**src/rtl/instr_fetch_pkg.sv**
```systemverilog
// Shared types, widths and helpers for the instruction-fetch block.
package instr_fetch_pkg;

  localparam int unsigned XLEN = 32;
  localparam int unsigned ILEN = 32;
  localparam logic [1:0]  INSTR_ALIGN_MASK = 2'b11;

  typedef enum logic {
    ST_FETCH = 1'b0,
    ST_FAULT = 1'b1
  } if_state_e;

  typedef struct packed {
    logic [XLEN-1:0] pc;
    logic [ILEN-1:0] instr;
  } fetch_entry_t;

  // Memory words arrive big-endian; decode expects little-endian byte order.
  function automatic logic [ILEN-1:0] swap_bytes(input logic [ILEN-1:0] d);
    return {d[7:0], d[15:8], d[23:16], d[31:24]};
  endfunction

endpackage

```
**src/rtl/instr_fetch_if.sv**
```systemverilog
// Memory read port, redirect input and decode handshake of the fetch unit.
interface instr_fetch_if;
  import instr_fetch_pkg::*;

  logic [XLEN-1:0] mem_addr;
  logic [ILEN-1:0] mem_rdata;
  logic            redirect_valid;
  logic [XLEN-1:0] redirect_pc;
  logic            out_valid;
  logic            out_ready;
  logic [XLEN-1:0] out_pc;
  logic [ILEN-1:0] out_instr;
  logic            fault;
  logic [XLEN-1:0] fault_pc;

  modport master (
    output mem_addr,
    input  mem_rdata,
    input  redirect_valid,
    input  redirect_pc,
    output out_valid,
    input  out_ready,
    output out_pc,
    output out_instr,
    output fault,
    output fault_pc
  );

  modport slave (
    input  mem_addr,
    output mem_rdata,
    output redirect_valid,
    output redirect_pc,
    input  out_valid,
    output out_ready,
    input  out_pc,
    input  out_instr,
    input  fault,
    input  fault_pc
  );
endinterface

```
**src/rtl/instr_fetch_fifo.sv**
```systemverilog
// Synchronous fetch buffer; head is read straight from storage registers.
module instr_fetch_fifo #(
  parameter int unsigned WIDTH = 64,
  parameter int unsigned DEPTH = 2,
  localparam int unsigned AW = $clog2(DEPTH)
) (
  input  logic             clk,
  input  logic             rst,
  input  logic             i_push,
  input  logic [WIDTH-1:0] i_data,
  input  logic             i_pop,
  input  logic             i_flush,
  output logic [AW:0]      o_count,
  output logic             o_full,
  output logic             o_empty,
  output logic [WIDTH-1:0] o_head
);

  localparam logic [AW:0] FULL_CNT = (AW+1)'(DEPTH);

  if ((DEPTH < 2) || ((DEPTH & (DEPTH - 1)) != 0)) begin : g_bad_depth
    $error("instr_fetch_fifo: DEPTH must be a power of two >= 2");
  end

  logic [WIDTH-1:0] r_mem [DEPTH];
  logic [AW-1:0]    r_wr_ptr;
  logic [AW-1:0]    r_rd_ptr;
  logic [AW:0]      r_count;
  logic             w_do_pop;
  logic             w_do_push;

  assign o_count = r_count;
  assign o_full  = (r_count == FULL_CNT);
  assign o_empty = (r_count == '0);
  assign o_head  = r_mem[r_rd_ptr];

  // When full, a simultaneous pop frees the head slot the write lands in.
  assign w_do_pop  = i_pop && !o_empty && !i_flush;
  assign w_do_push = i_push && (!o_full || w_do_pop) && !i_flush;

  always_ff @(posedge clk) begin
    if (w_do_push) begin
      r_mem[r_wr_ptr] <= i_data;
    end
  end

  always_ff @(posedge clk) begin
    if (rst || i_flush) begin
      r_wr_ptr <= '0;
      r_rd_ptr <= '0;
      r_count  <= '0;
    end else begin
      if (w_do_push) r_wr_ptr <= r_wr_ptr + AW'(1);
      if (w_do_pop)  r_rd_ptr <= r_rd_ptr + AW'(1);
      case ({w_do_push, w_do_pop})
        2'b10:   r_count <= r_count + (AW+1)'(1);
        2'b01:   r_count <= r_count - (AW+1)'(1);
        default: r_count <= r_count;
      endcase
    end
  end

endmodule

```
**src/rtl/instr_fetch.sv**
```systemverilog
// Instruction fetch: PC, redirect/fault FSM, byte swap and buffered decode handshake.
module instr_fetch
  import instr_fetch_pkg::*;
#(
  parameter logic [XLEN-1:0] RESET_PC   = 32'h0000_0000,
  parameter bit              BYTE_SWAP  = 1'b1,
  parameter int unsigned     FIFO_DEPTH = 2
) (
  input  logic           clk,
  input  logic           rst,
  instr_fetch_if.master  bus
);

  localparam int unsigned CW = $clog2(FIFO_DEPTH) + 1;

  if ((RESET_PC[1:0] & INSTR_ALIGN_MASK) != 2'b00) begin : g_bad_reset_pc
    $error("instr_fetch: RESET_PC must be 4-byte aligned");
  end

  if_state_e       r_state;
  logic [XLEN-1:0] r_pc;
  logic            r_fault;
  logic [XLEN-1:0] r_fault_pc;

  logic [CW-1:0]   w_count;
  logic            w_full;
  logic            w_empty;
  logic            w_pop;
  logic            w_push;
  logic            w_aligned;
  logic [ILEN-1:0] w_instr;
  fetch_entry_t    w_entry;
  fetch_entry_t    w_head;

  assign w_aligned = ((bus.redirect_pc[1:0] & INSTR_ALIGN_MASK) == 2'b00);
  assign w_instr   = BYTE_SWAP ? swap_bytes(bus.mem_rdata) : bus.mem_rdata;
  assign w_entry   = '{pc: r_pc, instr: w_instr};

  // A redirect flushes the buffer, so neither push nor pop is meaningful that cycle.
  assign w_pop  = (w_count != '0) && bus.out_ready && !bus.redirect_valid;
  assign w_push = (r_state == ST_FETCH) && !bus.redirect_valid && (!w_full || w_pop);

  instr_fetch_fifo #(
    .WIDTH ($bits(fetch_entry_t)),
    .DEPTH (FIFO_DEPTH)
  ) u_fifo (
    .clk     (clk),
    .rst     (rst),
    .i_push  (w_push),
    .i_data  (w_entry),
    .i_pop   (w_pop),
    .i_flush (bus.redirect_valid),
    .o_count (w_count),
    .o_full  (w_full),
    .o_empty (w_empty),
    .o_head  (w_head)
  );

  always_ff @(posedge clk) begin
    if (rst) begin
      r_state    <= ST_FETCH;
      r_pc       <= RESET_PC;
      r_fault    <= 1'b0;
      r_fault_pc <= '0;
    end else begin
      case (r_state)
        ST_FETCH: begin
          if (bus.redirect_valid) begin
            if (w_aligned) begin
              r_pc <= bus.redirect_pc;
            end else begin
              r_fault    <= 1'b1;
              r_fault_pc <= bus.redirect_pc;
              r_state    <= ST_FAULT;
            end
          end else if (w_push) begin
            r_pc <= r_pc + XLEN'(4);
          end
        end
        ST_FAULT: begin
          if (bus.redirect_valid) begin
            if (w_aligned) begin
              r_fault <= 1'b0;
              r_pc    <= bus.redirect_pc;
              r_state <= ST_FETCH;
            end else begin
              r_fault_pc <= bus.redirect_pc;
            end
          end
        end
        default: r_state <= ST_FETCH;
      endcase
    end
  end

  assign bus.mem_addr  = r_pc;
  assign bus.out_valid = !w_empty;
  assign bus.out_pc    = w_head.pc;
  assign bus.out_instr = w_head.instr;
  assign bus.fault     = r_fault;
  assign bus.fault_pc  = r_fault_pc;

endmodule

```
**src/flat_wrapper.sv**
```systemverilog
// flat-port wrapper written by rule: the top's interface ports become plain ports
module instr_fetch_flat import instr_fetch_pkg::*;
#(
  parameter logic [XLEN-1:0] RESET_PC   = 32'h0000_0000,
  parameter bit              BYTE_SWAP  = 1'b1,
  parameter int unsigned     FIFO_DEPTH = 2
)
  (clk, rst, bus_mem_addr, bus_mem_rdata, bus_redirect_valid, bus_redirect_pc, bus_out_valid, bus_out_ready, bus_out_pc, bus_out_instr, bus_fault, bus_fault_pc);
  instr_fetch_if bus_i ();
  input  logic clk;
  input  logic rst;
  output wire logic [$bits(bus_i.mem_addr)-1:0] bus_mem_addr;
  input wire logic [$bits(bus_i.mem_rdata)-1:0] bus_mem_rdata;
  input wire logic [$bits(bus_i.redirect_valid)-1:0] bus_redirect_valid;
  input wire logic [$bits(bus_i.redirect_pc)-1:0] bus_redirect_pc;
  output wire logic [$bits(bus_i.out_valid)-1:0] bus_out_valid;
  input wire logic [$bits(bus_i.out_ready)-1:0] bus_out_ready;
  output wire logic [$bits(bus_i.out_pc)-1:0] bus_out_pc;
  output wire logic [$bits(bus_i.out_instr)-1:0] bus_out_instr;
  output wire logic [$bits(bus_i.fault)-1:0] bus_fault;
  output wire logic [$bits(bus_i.fault_pc)-1:0] bus_fault_pc;
  assign bus_mem_addr = bus_i.mem_addr;
  assign bus_i.mem_rdata = bus_mem_rdata;
  assign bus_i.redirect_valid = bus_redirect_valid;
  assign bus_i.redirect_pc = bus_redirect_pc;
  assign bus_out_valid = bus_i.out_valid;
  assign bus_i.out_ready = bus_out_ready;
  assign bus_out_pc = bus_i.out_pc;
  assign bus_out_instr = bus_i.out_instr;
  assign bus_fault = bus_i.fault;
  assign bus_fault_pc = bus_i.fault_pc;
  instr_fetch #(.RESET_PC(RESET_PC), .BYTE_SWAP(BYTE_SWAP), .FIFO_DEPTH(FIFO_DEPTH)) u_core (.clk(clk), .rst(rst), .bus(bus_i));
endmodule
```
**config.mk**
```make
export PLATFORM = sky130hd
export DESIGN_NAME = instr_fetch_flat
export DESIGN_NICKNAME = d
export VERILOG_FILES = /design/src/rtl/instr_fetch_pkg.sv /design/src/rtl/instr_fetch_if.sv /design/src/rtl/instr_fetch_fifo.sv /design/src/rtl/instr_fetch.sv /design/src/flat_wrapper.sv
export SDC_FILE = /design/constraint.sdc
export NUM_CORES = 1
export LEC_CHECK = 0
export BUFFER_PORTS_ARGS = -buffer_cell sky130_fd_sc_hd__buf_2
export CAP_MARGIN = 20
export CELL_PAD_IN_SITES_DETAIL_PLACEMENT = 1
export CELL_PAD_IN_SITES_GLOBAL_PLACEMENT = 2
export CORE_ASPECT_RATIO = 0.5
export CORE_MARGIN = 2
export CORE_UTILIZATION = 35
export DETAILED_ROUTE_END_ITERATION = 8
export GPL_ROUTABILITY_DRIVEN = 0
export GPL_TIMING_DRIVEN = 0
export HOLD_SLACK_MARGIN = 0.02
export PLACE_DENSITY_LB_ADDON = 0.1
export SLEW_MARGIN = 25
export SYNTH_ARGS = -nofsm -noshare
export SYNTH_HDL_FRONTEND = slang
export SYNTH_SLANG_ARGS = --single-unit
```
**constraint.sdc**
```tcl
create_clock -name clk -period 5.1 [get_ports clk]
set_input_delay 0.255 -clock clk [delete_from_list [all_inputs] [get_ports clk]]
set_output_delay 0.255 -clock clk [all_outputs]
set_load 0.05 [all_outputs]
```
; Yosys cells after proc, flatten, opt, wreduce, memory -nomap -nowiden
; Memory sizes are Yosys's and may differ from the RTL's. A register that Yosys moved wholly into a read port is not among the register bits.
; Cells that the tools add are included.
[op_classes]
n_addsub = 5
eq_ne = 8
n_mux = 21
bitwise = 2
reduce_logical = 21
[ops]
columns = operator, count
row1 = $mux W32, 6
row2 = $pmux W32 S2, 1
row3 = $add A32 B3 Y32 const B, 1
row4 = $mux W1, 11
row5 = $logic_and A1 B1 Y1, 8
row6 = $ne A2 B2 Y1 const B, 4
row7 = $eq A2 B2 Y1 const B, 2
row8 = $logic_not A2 Y1, 2
row9 = $pmux W1 S2, 2
row10 = $pmux W2 S2, 1
row11 = $reduce_and A2 Y1, 2
row12 = $reduce_and A4 Y1, 1
row13 = $reduce_bool A2 Y1, 2
row14 = $logic_not A1 Y1, 3
row15 = $logic_or A1 B1 Y1, 3
row16 = $ne A3 B3 Y1 const B, 1
row17 = $add A1 B1 Y1 const B, 2
row18 = $add A2 B1 Y2 const B, 1
row19 = $eq A2 B1 Y1 const B, 1
row20 = $not A1 Y1, 2
row21 = $sub A2 B1 Y2 const B, 1
[word_totals]
ff_bits = 70
mem_bits_rw = 128
in_bits = 68
out_inout_bits = 130
wordCells = 65
mem_count = 1
[mem_list]
columns = memory, words, width, rd, rd_clocked_by_memory_dff, write_ports, line
row1 = u_core.u_fifo.r_mem, 2, 64, 1, 1, 1, instr_fetch_fifo.sv:25  ; logic [WIDTH-1:0] r_mem [DEPTH];

; Logic depth before layout (Yosys ltp)
; Gate-level depths: netlist of the first run.
[depth]
word_depth = 10
ltp_mapped = 10
depth_no_buf = 8

; Modules after synthesis
; Synthesis of the first run repeated with hierarchy kept, for this count alone.
[unflattened]
cells_unflattened = 680
hier_area_um2 = 8209.1
[modules_own_cells]
columns = module, n_inst, cells_per_inst, area_per_inst_um2, seq_area_each_um2
row1 = instr_fetch_fifo, 1, 229, 4855.9, 3943.8
row2 = instr_fetch, 1, 451, 3353.2, 1321.3

; Worst setup path after synthesis of the first run
; No wires, ideal clock.
[synth_path]
path_type = input -> register
from = input bus_redirect_valid
to = memory u_core.u_fifo.r_mem[0][0], enable pin
setup_time_ps = 486
arrival_ps = 3709
t_required_ps = 4614
path_slack_ps = 905
cell_stages = 6
n_path_buf = 2
cell_sequence = buf_2 or2_0 buf_2 nor2_4 inv_4 nor2_1
[synth_between]
elab_chain_len = 9
word_cells_on_any_way = 12
cone_classes = mux: 2 / reduce/logical: 10
[synth_rtl]
columns = element, line
row1 = from (decl), flat_wrapper.sv:14  ; input wire logic [$bits(bus_i.redirect_valid)-1:0] bus_redirect_valid;
row2 = $logic_not A1 Y1 *, n/a
row3 = $logic_and A1 B1 Y1, instr_fetch.sv:40  ; assign w_pop = (w_count != '0) && bus.out_ready && !bus.redirect_valid;
row4 = $logic_and A1 B1 Y1 (2 in series), instr_fetch_fifo.sv:38  ; assign w_do_pop = i_pop && !o_empty && !i_flush;
row5 = $logic_or A1 B1 Y1, instr_fetch_fifo.sv:39  ; assign w_do_push = i_push && (!o_full || w_do_pop) && !i_flush;
row6 = $logic_and A1 B1 Y1, instr_fetch_fifo.sv:39
row7 = $logic_and A1 B1 Y1 *, instr_fetch_fifo.sv:39
row8 = $mux W1 *, instr_fetch_fifo.sv:42  ; if (w_do_push) begin
row9 = $mux W1 (not written as such) *, instr_fetch_fifo.sv:43  ; r_mem[r_wr_ptr] <= i_data;
row10 = to (decl), instr_fetch_fifo.sv:25
; Mark *: on every way between the ends. The rest lies on a longest branch, timed or not.

==> results.md, run 1 <==
- Each instance of the synthesized netlist takes up on average around 13 µm².
- STA classifies the critical path endpoint as an output pin.
- The number of diodes added for antenna fixing is 0.
- The starting density of the core is 35.5%.
- The number of max-capacitance violations reported is 0.
- Cells fill about 46% of the core in the end.
- After synthesis, flip-flops and latches occupy 65.4% of the total area.
- Buffers placed on the I/O ports in this run total ~200.
- The total number of clock tree sinks is 199.
- After floorplanning, the core was sized to cover 22700 µm².
- The worst voltage drop across the vdd grid is about 0.17 mV.
- Counting along the longest clock path gives a buffer depth of 2.
- The die covers 24300 µm².
- The final clock period utilization by the worst path is 51.1%.
- The residual antenna-violating net count after detailed routing is 0.
- The worst endpoint required time is 4.85 ns.
- The path type of the worst setup path is reg -> out.
- The buffer type at the clock tree root is clkbuf_16.
- Leaving out fill and tap cells, the most frequent cells in the layout are buf_2, edfxtp_1, nand2_1, dfxtp_1, mux2_2.
- The max-slew violation total from the final report is 0.
- Along the worst path, the maximum fanout reaches 10.
- Gates resized during post-CTS repair numbered 0.
- For this run the aggregate overflow at the end of global routing stands at 0.
- The clock period minus final worst setup slack is 2.61 ns.
- Setup repair after global routing left no endpoint under its margin.
- The detailed router finished its first iteration with 426 violations.
- The analysis attributes to net switching a power of 1.12 mW.
- Dividing the detail-routed wire length by the instance count gives ~21 µm.
- At the pin with the least slew margin, the transition time is 0.852 ns.
- The number of setup buffers added after CTS is 0.
- The switching fraction of total power is 30.0%.
- The hold violation total from the final report is 0.
- Across all hold checks on the routed design, the worst slack comes to 0.0657 ns.
- The combinational power share is 16.4%.
- The number of buffers inserted for hold repair after clock tree synthesis is 32.
- The initial antenna violation count is 1.
- The sum of routed wire length over all layers is 25400 µm.
- The first global-routing pass estimated 38100 µm of wire.
- The TritonCTS clock tree is built.
- Yosys printed 0 warnings.
- The count of fill cells added during filler insertion is 2496.
- The estimated wirelength of the detail-placed design is about 18000 µm.
- The DRC violation count after routing is 0.
- The netlist uses 63 different library cells.
- In this run the worst hold path is classified as in -> reg.
- Row generation in the floorplan step produced 39 rows.
- The clock arrives with 0.00740 ns of skew.
- The data arrival time at the worst-slack endpoint is roughly 2.4 ns.
- For this design the ratio of total power to cell area is approximately 360 nW/µm².
- Among all flip-flop cells after synthesis, the most frequent one is edfxtp_1.
- After synthesis the netlist holds a flip-flop and latch count of 199.
- The detailed-routing iteration count for the pre-antenna-repair pass is 6.
- The synthesized netlist net count is 709.
- The worst pin sits at a relative slew slack of 43.0%.
- In this run, synthesis inferred 128 flip-flops with an integrated enable.
- The number of nets in the layout is 960.
- The largest net degree at the start of global routing is 45.
- The number of cells produced by synthesis is 639.
- Compared with the post-synthesis result, the final layout area differs by 29.0%.
- The die outline height is 111 µm.
- During I/O placement, the number of pins put on the boundary was 198.
- The width of the chip is 219 µm.
- Leaving out fill and tap cells, the most frequent cell in the layout is buf_2.
- The detailed router placed 6098 vias in this run.
- Of the cells placed in the final design, the portion with a size suffix greater than 1 is 34.8%.
- The timing-limited maximum frequency is roughly 380 MHz.
- Internal power comes to between 2 and 3 mW.
- The run finished with clean final reports.
- The clock-pin transition on the worst setup and hold timing paths is 0.07 ns.
- The number of global-route vias before repair is 6234.
- The portion of total power attributed to sequential cells is ~50%.
- The global-route usage over all layers is 21.3%.
- The clock latency on the worst-skew pair is 0.45 ns.
- The cell area that synthesis handed to floorplanning was 8050 µm².
- The number of buffers created by CTS is 17.
- The clock network burns 33.7% of the power.
- In the routed layout, each cell is associated on average with a via count of 5.04.
- The H-tree generated during clock tree synthesis spans 4 levels.
- The critical path launch point type is a flip-flop.
- The share of async-settable or async-resettable flops after synthesis is 0%.
- Setup violations remaining at the end of the flow were counted as 0.
- Summed over all cells, the static leakage comes to around 4.0 nW.
-- critical path, cell delays in order, from the launching register on --
cell      delay, ns
dfxtp_1        0.31
clkbuf_1       0.46
clkbuf_1       0.52
mux2_2         0.41
buf_2          0.21
-- registers in the layout, summed over array words and instances (netlist names), named ones only --
register and count:
u_core.bus.fault_pc 32, u_core.bus.mem_addr 32, u_core.u_fifo.o_count 2, u_core.bus.fault 1
u_core.u_fifo.r_rd_ptr 1, u_core.u_fifo.r_wr_ptr 1, u_core.u_fifo.r_mem 128
-- synth_stat cells (all sizes together) (8+ instances only) --
cell / count / area share, %
a31oi: 9 / 0.70
a21oi: 45 / 2.8
nor3: 14 / 1.1
nand4: 8 / 0.70
nor2: 36 / 1.8
edfxtp: 128 / 48
o21ai: 13 / 0.81
nand3: 12 / 0.75
nand2: 100 / 4.7
dfxtp: 71 / 18
and3: 16 / 1.2
mux2: 64 / 8.9
clkbuf: 30 / 1.4
-- worst paths after layout --
kind | start | endpoint | slack (ns) | cells past startpoint
min reg2reg | u_core.bus.fault_pc[23]$_SDFFE_PP0P_ | u_core.bus.fault_pc[23]$_SDFFE_PP0P_ | 0.46 | 2
max | flip-flop | bus_out_pc[6] | 2.49 | 4
min | bus_redirect_pc[27] | u_core.bus.fault_pc[27]$_SDFFE_PP0P_ | 0.07 | 3
max reg2reg | u_core.bus.mem_addr[2]$_SDFFE_PP0P_ | u_core.bus.mem_addr[26]$_SDFFE_PP0P_ | 2.52 | 6
-- cells by family after synthesis --
family,synth area share (%)
xor gates and xnor gates,0.544
buffers and inverters,1.94
adders and majority gates,0.311
AOI/OAI and AO/OA,9.52
DFF,65.4
and+or+nand+nor,12.5
muxes,9.82
-- through the flow --
step                      setup WS [ns]  instances  power, mW  cell area [µm²]  TNS [ns]
after floorplan                   0.905        639       2.29             8050         0
after global placement            -1.18       1142       2.47             9420    -74.89
after detailed placement           2.56       1146       2.50             9540         0
after CTS                          2.37       1210       3.78            10400         0
after global routing               2.28       1210       3.88            10400         0
final                              2.49       1210       3.74            10400         0
-- power groups by stage --
| stage | Sequential [mW] | Clock, mW | Combinational [mW] |
|---|---|---|---|
| 2_1_floorplan | 1.99 | 0 | 0.306 |
| 3_3_place_gp | 1.90 | 0 | 0.576 |
| 3_5_place_dp | 1.90 | 0 | 0.597 |
| 4_1_cts | 1.86 | 1.30 | 0.619 |
| 5_1_grt | 1.87 | 1.36 | 0.652 |
| 6_report | 1.86 | 1.26 | 0.614 |
-- per-layer routing --
| metal | up-vias | GRT usage [%] | wire [µm] |
|---|---|---|---|
| met3 | 20 | 5.27 | 1540 |
| li1 | 2886 | - | - |
| met5 | - | 0 | 13 |
| met2 | 143 | 31.5 | 11200 |
| met4 | 2 | 5.35 | 238 |
| met1 | 3047 | 31.2 | 12400 |
-- final cells by class --
type	instances	area [µm²]	area share (%)
plain buffers	35	139	1.34
clock buffers	22	454	4.37
clock inverters	10	73.8	0.710
inverters	4	17.5	0.169
multi-input cells	401	2650	25.5
flip-flops and latches	199	5270	50.7
well taps	307	384	3.70
repair buffers	232	1410	13.6
No activity file was read; power rests on OpenSTA's default activity.
==> run 2: changes to the inputs <==
- CORE_UTILIZATION: 35 -> 31
- clock period: 5.1 -> 2.2 ns (I/O delays scaled with it)
==> run 2 against run 1 <==
Compared with the run above:
- die area increased by 13%
- via count grew 3.5%
- largest power group unchanged
- setup slack got worse by 2.4 ns
- sequential power is 130% higher
- total power rose by 140%
- highest routed layer is now met4
- critical path depth up 1
- clock skew is 0.0027 ns higher
- sequential share of layout area shrank 2.5 points
- clock-buffer cell count down 1
- first-iteration DRC count grew 2.1%
==> results.md, run 2 (synthesis results as in run 1) <==
- The run finished with clean final reports.
- The switching power was 2.67 mW (+140%).
- The number of max-capacitance violations reported is 0 (unchanged).
- The worst clock skew is 0.0101 ns (+0.00274 ns).
- The die outline height is 118 µm (+6.0%).
- The slew at the pin closest to its max-slew limit is 0.934 ns (+0.0821 ns).
- The total power of the final layout came to 8.84 mW (+140%).
- The largest net degree at the start of global routing is 44 (-2.2%).
- The register name with the most flops is u_core.u_fifo.r_mem.
- The proportion of layout cells with a drive suffix above 1 is 36.9% (+2.1 points).
- The max-slew violation total from the final report came to 0 (unchanged).
- The total number of clock tree sinks came to 199 (unchanged).
- The slack of the critical path is 0.0783 ns (-2.41 ns).
- The longest individual stage delay on the worst path is 0.56 ns (+0.04 ns).
- The maximum fanout encountered on the critical timing path is 9 (-1).
- The via density per instance is 4.89 (-3.0%).
- The worst setup path is captured at a flip-flop.
- The wire length of the first global-routing pass is 40900 µm (+7.4%).
- The maximum number of buffers from clock root to sink is 2 (unchanged).
- The area of the die was 27400 µm² (+13%).
- The detailed-routing iteration count for the pre-antenna-repair pass is 4 (-2).
- The count of fill cells added during filler insertion is 2772 (+11%).
- The critical path launch point type is a flip-flop.
- The number of global-route vias before repair is 6631 (+6.4%).
- The worst voltage drop across the vdd grid was 0.494 mV (+190%).
- The global route total overflow is 0 (unchanged).
- The post-layout instance count excluding filler cells is 1291 (+6.7%).
- The clock-pin transition on the worst setup and hold timing paths came to 0.07 ns (about the same).
- The type of the worst min-delay path is in -> reg.
- The data arrival time at the worst-slack endpoint came to 2.47 ns (+0.12 ns).
- The area growth from synthesis to final layout is 36.1%.
- The hold violation total from the final report is 0 (unchanged).
- The total leakage power is 4.32 nW (+6.8%).
- Setup repair after global routing left no endpoint under its margin.
- The post-placement setup slack was -0.290 ns (-2.85 ns).
- The width of the chip was 232 µm (+6.1%).
- The cell-internal power was 6.17 mW (+140%).
- The number of H-tree levels is 4 (unchanged).
- The portion of total power attributed to sequential cells is 48.8% (-1.0 points).
- The buffer type at the clock tree root is clkbuf_16.
- The DRC violation count after routing was 0 (unchanged).
- The combinational power share is 17.0% (+0.6 points).
- The kind of cell adding the most delay to the critical path is simple AND/OR/NAND/NOR gates.
- In the layout the commonest cells are buf_2, edfxtp_1, nand2_1, dlygate4sd3_1.
- The number of flip-flops under the largest register name is 128 (unchanged).
- The switching fraction of total power is 30.2% (+0.26 points).
- The number of diodes added for antenna fixing was 0 (unchanged).
- The mean routed wirelength per cell was 20.9 µm (-0.42%).
- The power per standard cell area is 807 nW/µm² (+120%).
- The clock latency on the worst-skew pair is 0.45 ns (about the same).
- The estimated wirelength of the detail-placed design is 18600 µm (+1.9%).
- For the finished layout, the period the worst path requires is between 2 and 2.5 ns.
- The iteration-0 DRC count of the detailed router is 435 (+2.1%).
- The number of cells after detailed placement came to 1183 (+3.2%).
- The critical path buffer and inverter count is 0 (-3).
- Traced cell by cell, the critical path runs through and3_1 -> nand3_1 -> nor3_4 -> mux2i_1 -> a2111oi_2.
- In the finished design, the share of the clock period the worst path needs comes to 96.4%.
- The worst endpoint required time is 2.54 ns (-2.31 ns).
- The sum of routed wire length over all layers is 27000 µm (+6.2%).
- The timing-limited maximum frequency is ~470 MHz.
- The clock share of power is 34.1% (+0.4 points).
- The commonest non-fill, non-tap cell in the layout is buf_2.
- The number of I/O pins is 198 (unchanged).
- The standard-cell row count is 41 (+5.1%).
- The residual antenna-violating net count after detailed routing is 0 (unchanged).
- The starting density of the core is 31.8% (-3.7 points).
- The initial antenna violation count is 0 (-1).
- The cell with the largest stage delay on the worst path is dfxtp_1.
- The number of setup violations in the final report is 0 (unchanged).
- The worst-case headroom to the max-slew limit was 37.7% (-5.2 points).
- The number of nets in the layout was 1004 (+4.6%).
- The number of buffers created by CTS was 17 (unchanged).
- The core box area is 25300 µm² (+12%).
- The TritonCTS clock tree is built.
- The count of buffers from port buffering was 196 (unchanged).
- The total via count after detailed routing is 6312 (+3.5%).
- The critical path is of the reg -> reg type.
- The global-route usage over all layers came to 20.0% (-1.3 points).
==> run 2: cell types whose count changed in the layout (fill, tap and decap cells not counted), moves of 2 or more <==
| cell | before | now |
|---|---|---|
| clkbuf_1 | 34 | 23 |
| clkbuf_2 | 0 | 8 |
| dfxtp_4 | 0 | 2 |
| dfxtp_2 | 0 | 5 |
| nor3_4 | 1 | 3 |
| clkinv_4 | 2 | 4 |
| dfxtp_1 | 71 | 64 |
| nor3_2 | 2 | 0 |
| buf_4 | 1 | 11 |
| dlygate4sd3_1 | 32 | 65 |
==> run 2: through the flow <==
| step | hold slack, ns | setup TNS, ns | cell area, µm² | util, % |
|---|---|---|---|---|
| after floorplan | 0.209 | -7.19 | 8070 | - |
| after global routing | 0.181 | 0 | 11000 | 43.3 |
| final | 0.157 | 0 | 11000 | 43.3 |
| after detailed placement | 0.302 | -9.38 | 9590 | 37.8 |
| after CTS | 0.132 | 0 | 10900 | 42.9 |
| after global placement | 0.299 | -111.24 | 9480 | 37.4 |
==> run 2: power groups by stage <==
stage	clock [mW]	sequential [mW]	combinational (mW)
6_report	3.02	4.32	1.51
5_1_grt	3.25	4.34	1.60
4_1_cts	3.11	4.32	1.49
3_5_place_dp	0	4.41	1.39
3_3_place_gp	0	4.40	1.34
2_1_floorplan	0	4.60	0.710
==> run 2: timing repair <==
| item | 4_1_cts | 5_1_grt |
|---|---|---|
| gates cloned | 0 | 1 |
| endpoints found under the hold margin | 106 | 0 |
| hold buffers | 65 | 0 |
| setup endpoints to repair | 119 | 86 |
| pin swaps | 1 | 4 |
| resized for setup | 12 | 14 |
| setup buffers | 4 | 7 |
==> run 2: worst min-delay path, cell delays in order <==
cell	delay, ns
buf_2	0.12
nand2_1	0.10
xor2_1	0.09
nor3_1	0.13
==> run 2: layer usage <==
layer  track usage (%)  vias up  part of all wire [%]
li1                  -     2980                     -
met1              28.0     3168                    48
met2              31.3      149                    46
met3              5.23       15                   5.6
met4              3.81        0                  0.74
met5                 0        -                     0
==> run 2: area by class of cell <==
cell class	count	area [µm²]	area share [%]
Buffer	34	145	1.32
Inverter	4	17.5	0.160
Multi-Input combinational cell	402	2700	24.6
Timing Repair Buffer	276	1840	16.8
Clock buffer	21	460	4.20
Clock inverter	11	90.1	0.822
Tap cell	344	430	3.93
Sequential cell	199	5280	48.2
==> run 2: worst paths after layout <==
kind / to / startpoint / cells after the start / slack (ns)
hold / removal: u_core.u_fifo.r_rd_ptr$_SDFFE_PP0P_ / bus_out_ready / 4 / 0.16
setup reg to reg: u_core.bus.mem_addr[25]$_SDFFE_PP0P_ / u_core.bus.mem_addr[20]$_SDFFE_PP0P_ / 5 / 0.08
hold reg to reg: u_core.bus.fault_pc[3]$_SDFFE_PP0P_ / u_core.bus.fault_pc[3]$_SDFFE_PP0P_ / 2 / 0.46
setup / recovery: u_core.bus.mem_addr[25]$_SDFFE_PP0P_ / u_core.bus.mem_addr[20]$_SDFFE_PP0P_ / 5 / 0.08
